File: src/rtl/dma_ctrl.sv
// dma_ctrl: bus-granted DMA moving RX FIFO bytes into a circular RAM buffer
// and streaming a fixed-length RAM block to the serial transmitter on command.
module dma_ctrl #(
    parameter logic [7:0] RX_BASE = 8'h00,
    parameter int         RX_LEN  = 3,
    parameter logic [7:0] TX_BASE = 8'h04,
    parameter int         TX_LEN  = 2
) (
    input  logic       Clk,
    input  logic       Rst_n,
    output logic       DMA_Req,
    input  logic       DMA_Ack,
    input  logic       DMA_Tx_Start,
    output logic       DMA_Ready,
    input  logic [7:0] RX_Data,
    input  logic       RX_Empty,
    output logic       Data_Read,
    output logic [7:0] TX_Data,
    output logic       TX_Valid,
    input  logic       TX_Ready,
    output logic [7:0] RAM_Addr,
    output logic       RAM_Cs,
    output logic       RAM_Wen,
    output logic       RAM_Oen,
    output logic [7:0] DataOut,
    input  logic [7:0] DataIn
);
    typedef enum logic [3:0] {
        IDLE, RX_REQ, RX_POP, RX_WR, TX_REQ, TX_RD, TX_LATCH, TX_SEND, TX_DONE
    } state_t;

    state_t     state, next;
    logic       start_q, tx_pend, rise, in_tx, granted, abort, tx_abort, last;
    logic [7:0] rx_ptr, tx_idx, rx_byte, tx_reg;

    assign rise     = DMA_Tx_Start & ~start_q;
    assign in_tx    = state inside {TX_REQ, TX_RD, TX_LATCH, TX_SEND, TX_DONE};
    assign granted  = state inside {RX_POP, RX_WR, TX_RD, TX_LATCH, TX_SEND, TX_DONE};
    assign abort    = granted & ~DMA_Ack;
    // A transfer lost mid-flight is re-queued; one already in TX_DONE has completed.
    assign tx_abort = abort & (state inside {TX_RD, TX_LATCH, TX_SEND});
    assign last     = tx_idx == 8'(TX_LEN - 1);

    always_comb begin
        next = state;
        if (abort)
            next = IDLE;
        else
            case (state)
                IDLE:     next = (tx_pend | rise) ? TX_REQ : !RX_Empty ? RX_REQ : IDLE;
                RX_REQ:   next = DMA_Ack ? RX_POP : RX_REQ;
                RX_POP:   next = RX_WR;
                RX_WR:    next = IDLE;
                TX_REQ:   next = DMA_Ack ? TX_RD : TX_REQ;
                TX_RD:    next = TX_LATCH;
                TX_LATCH: next = TX_SEND;
                TX_SEND:  next = TX_Ready ? (last ? TX_DONE : TX_RD) : TX_SEND;
                TX_DONE:  next = IDLE;
                default:  next = IDLE;
            endcase
    end

    always_ff @(posedge Clk or negedge Rst_n) begin
        if (!Rst_n) begin
            state   <= IDLE;
            start_q <= 1'b0;
            tx_pend <= 1'b0;
            rx_ptr  <= 8'd0;
            tx_idx  <= 8'd0;
            rx_byte <= 8'd0;
            tx_reg  <= 8'd0;
        end else begin
            state   <= next;
            start_q <= DMA_Tx_Start;
            if (tx_abort)
                tx_pend <= 1'b1;
            else if (state == TX_REQ && DMA_Ack)
                tx_pend <= 1'b0;
            else if (rise && !in_tx)
                tx_pend <= 1'b1;
            if (state == RX_POP)
                rx_byte <= RX_Data;
            if (state == RX_WR && DMA_Ack)
                rx_ptr <= (rx_ptr == 8'(RX_LEN - 1)) ? 8'd0 : rx_ptr + 8'd1;
            if (state == TX_REQ && DMA_Ack)
                tx_idx <= 8'd0;
            else if (state == TX_SEND && DMA_Ack && TX_Ready && !last)
                tx_idx <= tx_idx + 8'd1;
            if (state == TX_LATCH)
                tx_reg <= DataIn;
        end
    end

    assign DMA_Req   = state != IDLE;
    assign Data_Read = state == RX_POP;
    assign RAM_Cs    = state == RX_WR || state == TX_RD;
    assign RAM_Wen   = state == RX_WR;
    assign RAM_Oen   = state == TX_RD;
    assign RAM_Addr  = (state == RX_WR) ? RX_BASE + rx_ptr : (state == TX_RD) ? TX_BASE + tx_idx : 8'd0;
    assign DataOut   = (state == RX_WR) ? rx_byte : 8'd0;
    assign TX_Valid  = state == TX_SEND;
    assign TX_Data   = (state == TX_SEND) ? tx_reg : 8'd0;
    assign DMA_Ready = state == TX_DONE;
endmodule

File: config.mk
export PLATFORM = sky130hd
export DESIGN_NAME = dma_ctrl
export DESIGN_NICKNAME = d
export VERILOG_FILES = /design/src/rtl/dma_ctrl.sv
export SDC_FILE = /design/constraint.sdc
export NUM_CORES = 1
export LEC_CHECK = 0
export ABC_CLOCK_PERIOD_IN_PS = 3800
export BUFFER_PORTS_ARGS = -buffer_cell sky130_fd_sc_hd__buf_2
export CAP_MARGIN = 20
export CORE_ASPECT_RATIO = 0.7
export CORE_MARGIN = 1
export CORE_UTILIZATION = 49
export DETAILED_ROUTE_END_ITERATION = 10
export PLACE_DENSITY = 0.76
export SYNTH_ARGS = -nofsm -noshare
export SYNTH_HDL_FRONTEND = slang
export SYNTH_SLANG_ARGS = --single-unit
File: constraint.sdc
create_clock -name Clk -period 3.8 [get_ports Clk]
set_clock_uncertainty 0.05 [all_clocks]
set_input_delay 0.38 -clock Clk [delete_from_list [all_inputs] [get_ports Clk]]
set_output_delay 0.38 -clock Clk [all_outputs]
set_load 0.05 [all_outputs]
==> results of run 1 <==
cells by family after synthesis:
| family | after synthesis | share of synthesized area [%] |
|---|---|---|
| multiplexers | 17 | 8.612 |
| XOR/XNOR | 13 | 5.156 |
| AO/OA/AOI/OAI | 38 | 11.56 |
| flip-flops | 38 | 43.06 |
| AND/OR/NAND/NOR | 84 | 23.23 |
| adder cells (fa/ha/maj) | 6 | 3.399 |
| buffers and inverters | 23 | 4.986 |
area by class of cell:
| type | count | area [µm²] | area share (%) |
|---|---|---|---|
| Clock buffer | 6 | 82.58 | 3.144 |
| Clock inverter | 2 | 60.06 | 2.287 |
| Inverter | 13 | 48.80 | 1.858 |
| Multi-Input combinational cell | 158 | 1147 | 43.69 |
| Sequential cell | 38 | 950.9 | 36.21 |
| Tap cell | 55 | 68.82 | 2.620 |
| Timing Repair Buffer | 53 | 267.8 | 10.20 |
path summary, 6_finish.rpt:
check                               to  slack, ns  depth (start not counted)
min reg2reg                 rx_byte[6]       0.43                          1
max in group asynchronous    tx_reg[5]       3.02                          1
min                         rx_byte[2]       0.15                          1
min in group Clk               start_q       0.17                          1
max                        RAM_Addr[2]       1.17                          4
max reg2reg                  rx_ptr[3]       1.59                          4
per-layer routing:
layer,track usage (%),up-vias
li1,-,864
met4,5.263,0
met5,0,-
met3,5.197,5
met1,33.03,872
met2,32.23,39
placed cells by master, fill, tap and decap left out, drive strengths merged, types with 3 or more instances in the layout:
cell type  count
clkbuf         6
mux2          16
nor4           4
or3            3
buf           53
ha             6
nor3           5
nand4          3
xor2           6
nor2b          3
xnor2          7
and3          10
nor2          13
dfrtp         38
o21ai         16
a21oi          8
nand3          8
and2          10
nand2         17
inv           13
per-stage QoR:
step / utilization (%) / instance area [µm²]
floorplan: - / 2208
global placement: 57.37 / 2484
detailed placement: 57.37 / 2484
CTS: 60.66 / 2626
global route: 60.66 / 2626
finish: 60.66 / 2626
critical path: cells and delay by family, from the launching register on:
family | cells | cell delay (ns)
compound gates | 1 | 0.10
buf+inv | 1 | 0.29
flops | 1 | 0.68
simple gates | 2 | 0.84
where the power goes:
part           switching [mW]  leakage [nW]  internal [mW]
Combinational           0.295         0.742          0.198
Clock                   0.142        0.0714          0.280
Sequential              0.116         0.486          0.523
Total                   0.553          1.30           1.00
==> impl_metrics.toml, run 1 <==
[route]
first_pass_iters = 4
wl_per_cell_um = 14.27
met2_length_mm = 2.060
detail-route-antenna-nets = 0
wl_met1_mm = 2.314
detail_route.iter0.violations = 133
postRouteWirelength_mm = 4.638
via_count = 1780
detail_route.vias_per_cell = 5.477
wl_met3_um = 230
top_layer = "met4"
post-route-drc-count = 0

[global_route]
overflow = 0
grt_max_degree = 39
grt_pass1_vias = 1634
antenna_found_initial = 0
grt_pass1_wl_mm = 7.838
track_usage_pct = 22.09

[place]
dp.cells = 317
numPortBuffers = 52
dp_hpwl_mm = 3.386
gp_congestion = 0.7933
dpl_worst_slack_ns = 1.504

[synthesis]
synth_flop_cell = "dfrtp_1"
synth.ff_latch_count = 38
seq_area_frac_synth_pct = 43.06
synth_most_common_cell = "dfrtp_1"
netlist_area_um2 = 2208
async_flop_share_pct = 100.0
syn_nets = 247
syn_area_per_cell_um2 = 10.08
ys_top_cells_by_area = "dfrtp_1 (43%), mux2_1 (4.1%), mux2_2 (4.1%)"
synth_cell_types = 46
syn_inst = 219
yosysTopAreaCell = "dfrtp_1"
synth-edff-count = 0
synth_common_cells = "dfrtp_1 (38), nand2_1 (17), nor2_1 (13), o21ai_0 (13), inv_1 (11)"
synth_top_area_share_pct = 43.06
ys.warnings.count = 0

[clock_network]
cts-buffers-inserted = 5
cts_tree = "yes"
cts_root_buffer = "clkbuf_8"
postCtsSetupBuffers = 0
postCtsHoldBufs = 0
clk_pin_slew_ns = 0.07
h-tree-depth = 2
cts_max_path_buffers = 2
cts_sinks = 38
cts_resized = 0
clock_latency_ns = 0.29

[sta]
finalHoldViolations = 0
setup_viol = 0
maxSlewHeadroom_pct = 42.94
min_period_over_period_pct = 69.28
grt_setup_unrepaired = "false"
drv_slew = 0
tightest_slew_ns = 0.8560
finalSetupTns_ns = 0
hold_slack_ns = 0.1501
min_period_ns = 2.633
setup_slack_ns = 1.167
clock.fmax_ghz = 0.3799

[setup_path]
slowest_delay_ns = 0.69
cpMaxStageDelayCell = "and4bb_1"
crit_arrival_ns = 2.20
startpoint_type = "register"
worstSetupPathType = "register to primary output"
startpoint = "state[1]"
r2r-start = "state[1]"
end_kind = "primary output"
critPathRequiredTime_ns = 3.37
worstPathMaxFanout = 21
path_cells = "and4bb_1, nand2_1, o21ai_0, buf_2"

[run_status]
status = "complete, no violations"

[finish]
final_layout_size_suffix_gt1_share_pct = 30.37
fin_cells = 325
syn2layout_area_growth_pct = 18.92
fill_cells = 364
nets = 297
insertedDiodeCount = 0

[flow_run]
cap_violations = 0

[die]
fp.dieArea_um2 = 4783
rows = 20
die_y_um = 58.17
die_x_um = 82.24
start_util_pct = 51.01
ioPinCount = 53
core_area_um2 = 4329

[power_and_ir_drop]
peakVddDrop_uv = 275.2
p_leak_nw = 1.299
finalPower_mw = 1.555
power.density_nw_per_um2 = 592.0

[hold_path]
min_path_type = "input port to async pin"
Note: power is estimated with default switching activity, not from simulation.
==> inputs of run 2 (changes only) <==
Settings changed: ABC_CLOCK_PERIOD_IN_PS 3800 to 2600.
Clock period 3.8 ns to 2.6 ns, I/O delays scaled along.
==> impl_metrics.toml, run 2 (same netlist as run 1, synthesis figures left out) <==
[clock_network]
postCtsSetupBuffers = 0
h-tree-depth = 2
cts_tree = "yes"
clk_pin_slew_ns = 0.08
cts-buffers-inserted = 5
postCtsHoldBufs = 0
cts_max_path_buffers = 2
cts_root_buffer = "clkbuf_8"
cts_sinks = 38
clock_latency_ns = 0.29
cts_resized = 0

[place]
dp.cells = 318
numPortBuffers = 52
dp_hpwl_mm = 3.255
gp_congestion = 0.8130

[setup_path]
critPathRequiredTime_ns = 2.29
startpoint_type = "register"
r2r_cells = 5
worstPathMaxFanout = 12
end_kind = "primary output"
r2r_slack_ns = 0.54
worstSetupPathType = "register to primary output"
r2r-start = "state[2]"
crit_arrival_ns = 2.08
rr_endpoint = "tx_idx[5]"

[die]
rows = 20
start_util_pct = 51.01
ioPinCount = 53
die_x_um = 82.24
die_y_um = 58.17
fp.dieArea_um2 = 4783
core_area_um2 = 4329

[finish]
insertedDiodeCount = 0
fill_cells = 384
final_cell_mix = "buf_2 (52), dfrtp_1 (38), nand2_1 (17)"
fin_cells = 326
syn2layout_area_growth_pct = 17.73
final_layout_size_suffix_gt1_share_pct = 30.63
nets = 298
mostFrequentLayoutCell = "buf_2"

[sta]
grt_setup_unrepaired = "false"
finalHoldViolations = 0
finalSetupTns_ns = 0
tightest_slew_ns = 0.8371
drv_slew = 0
min_period_ns = 2.394
setup_viol = 0
min_period_over_period_pct = 92.07
clock.fmax_ghz = 0.4178
maxSlewHeadroom_pct = 44.19

[power_and_ir_drop]
internal_power_mw = 1.337
p_leak_nw = 1.291
power.density_nw_per_um2 = 825.1
peakVddDrop_uv = 436.4
pwr-share-seq_pct = 43.9
switching_share_pct = 37.69
switchingPower_mw = 0.8086
clock_power_share_pct = 23.0
p_comb_share_pct = 33.1

[flow_run]
cap_violations = 0

[route]
wl_met1_mm = 2.310
met2_length_mm = 1.901
detail-route-antenna-nets = 0
first_pass_iters = 4
detail_route.vias_per_cell = 5.301
via_count = 1728
wl_met3_um = 174
detail_route.iter0.violations = 143
post-route-drc-count = 0
postRouteWirelength_mm = 4.435
wl_per_cell_um = 13.60
top_layer = "met4"

[global_route]
overflow = 0
grt_max_degree = 39
grt_pass1_wl_mm = 7.514
grt_pass1_vias = 1578
track_usage_pct = 21.55
antenna_found_initial = 0

[hold_path]
min_path_type = "input port to async pin"

[run_status]
status = "complete, no violations"
run 2: changes by cell type in the layout (fill, tap and decap cells not counted):
| cell | delta |
|---|---|
| bufinv_16 | -1 |
| buf_4 | +1 |
| clkinv_2 | +2 |
| clkbuf_8 | -1 |
run 2: stage by stage:
stage	utilization (%)	hold WS, ns	cell area (µm²)	worst slack (ns)	power, mW
floorplan	-	-0.08559	2208	0.2711	1.501
global placement	57.54	0.3447	2491	0.6131	1.644
detailed placement	57.54	0.3496	2491	0.5502	1.666
CTS	60.06	0.03972	2600	0.2119	2.163
global route	60.06	0.02936	2600	0.03702	2.307
finish	60.06	0.009290	2600	0.2063	2.145
run 2: power groups by stage:
stage | Combinational, mW | Sequential [mW] | Clock [mW]
6_report | 0.710 | 0.943 | 0.492
5_1_grt | 0.792 | 0.976 | 0.538
4_1_cts | 0.716 | 0.940 | 0.507
3_5_place_dp | 0.717 | 0.949 | 0
3_3_place_gp | 0.704 | 0.940 | 0
2_1_floorplan | 0.644 | 0.857 | 0
run 2: how the worst max path moves through the flow:
stage                        start           to  slack, ns  cells after the start
after CTS                 state[2]  RAM_Addr[5]       0.21                      4
after global placement    state[2]  RAM_Addr[5]       0.61                      4
after detailed placement  state[2]  RAM_Addr[5]       0.55                      4
final                     state[2]  RAM_Addr[5]       0.21                      4
after global routing      state[2]  RAM_Addr[5]       0.04                      4
after floorplan           state[1]  RAM_Addr[4]       0.27                      3
run 2: layout make-up:
| cell class | instances | area, µm² | share of cell area [%] |
|---|---|---|---|
| repair buffers | 54 | 275.3 | 10.59 |
| flip-flops and latches | 38 | 950.9 | 36.57 |
| well taps | 55 | 68.82 | 2.647 |
| clock buffers | 5 | 68.82 | 2.647 |
| clock inverters | 3 | 40.04 | 1.540 |
| multi-input cells | 158 | 1147 | 44.13 |
| inverters | 13 | 48.80 | 1.877 |
run 2: per-layer routing:
layer / GRT usage, % / up-vias
met4: 6.015 / 0
li1: - / 873
met1: 32.90 / 822
met3: 5.512 / 5
met2: 29.87 / 28
met5: 0 / -
run 2: critical path: stages, from the launching register on:
cell and delay [ns]:
dfrtp_1 0.68, nor2b_1 0.25, nand3b_1 0.25, o21ai_0 0.30, buf_2 0.31
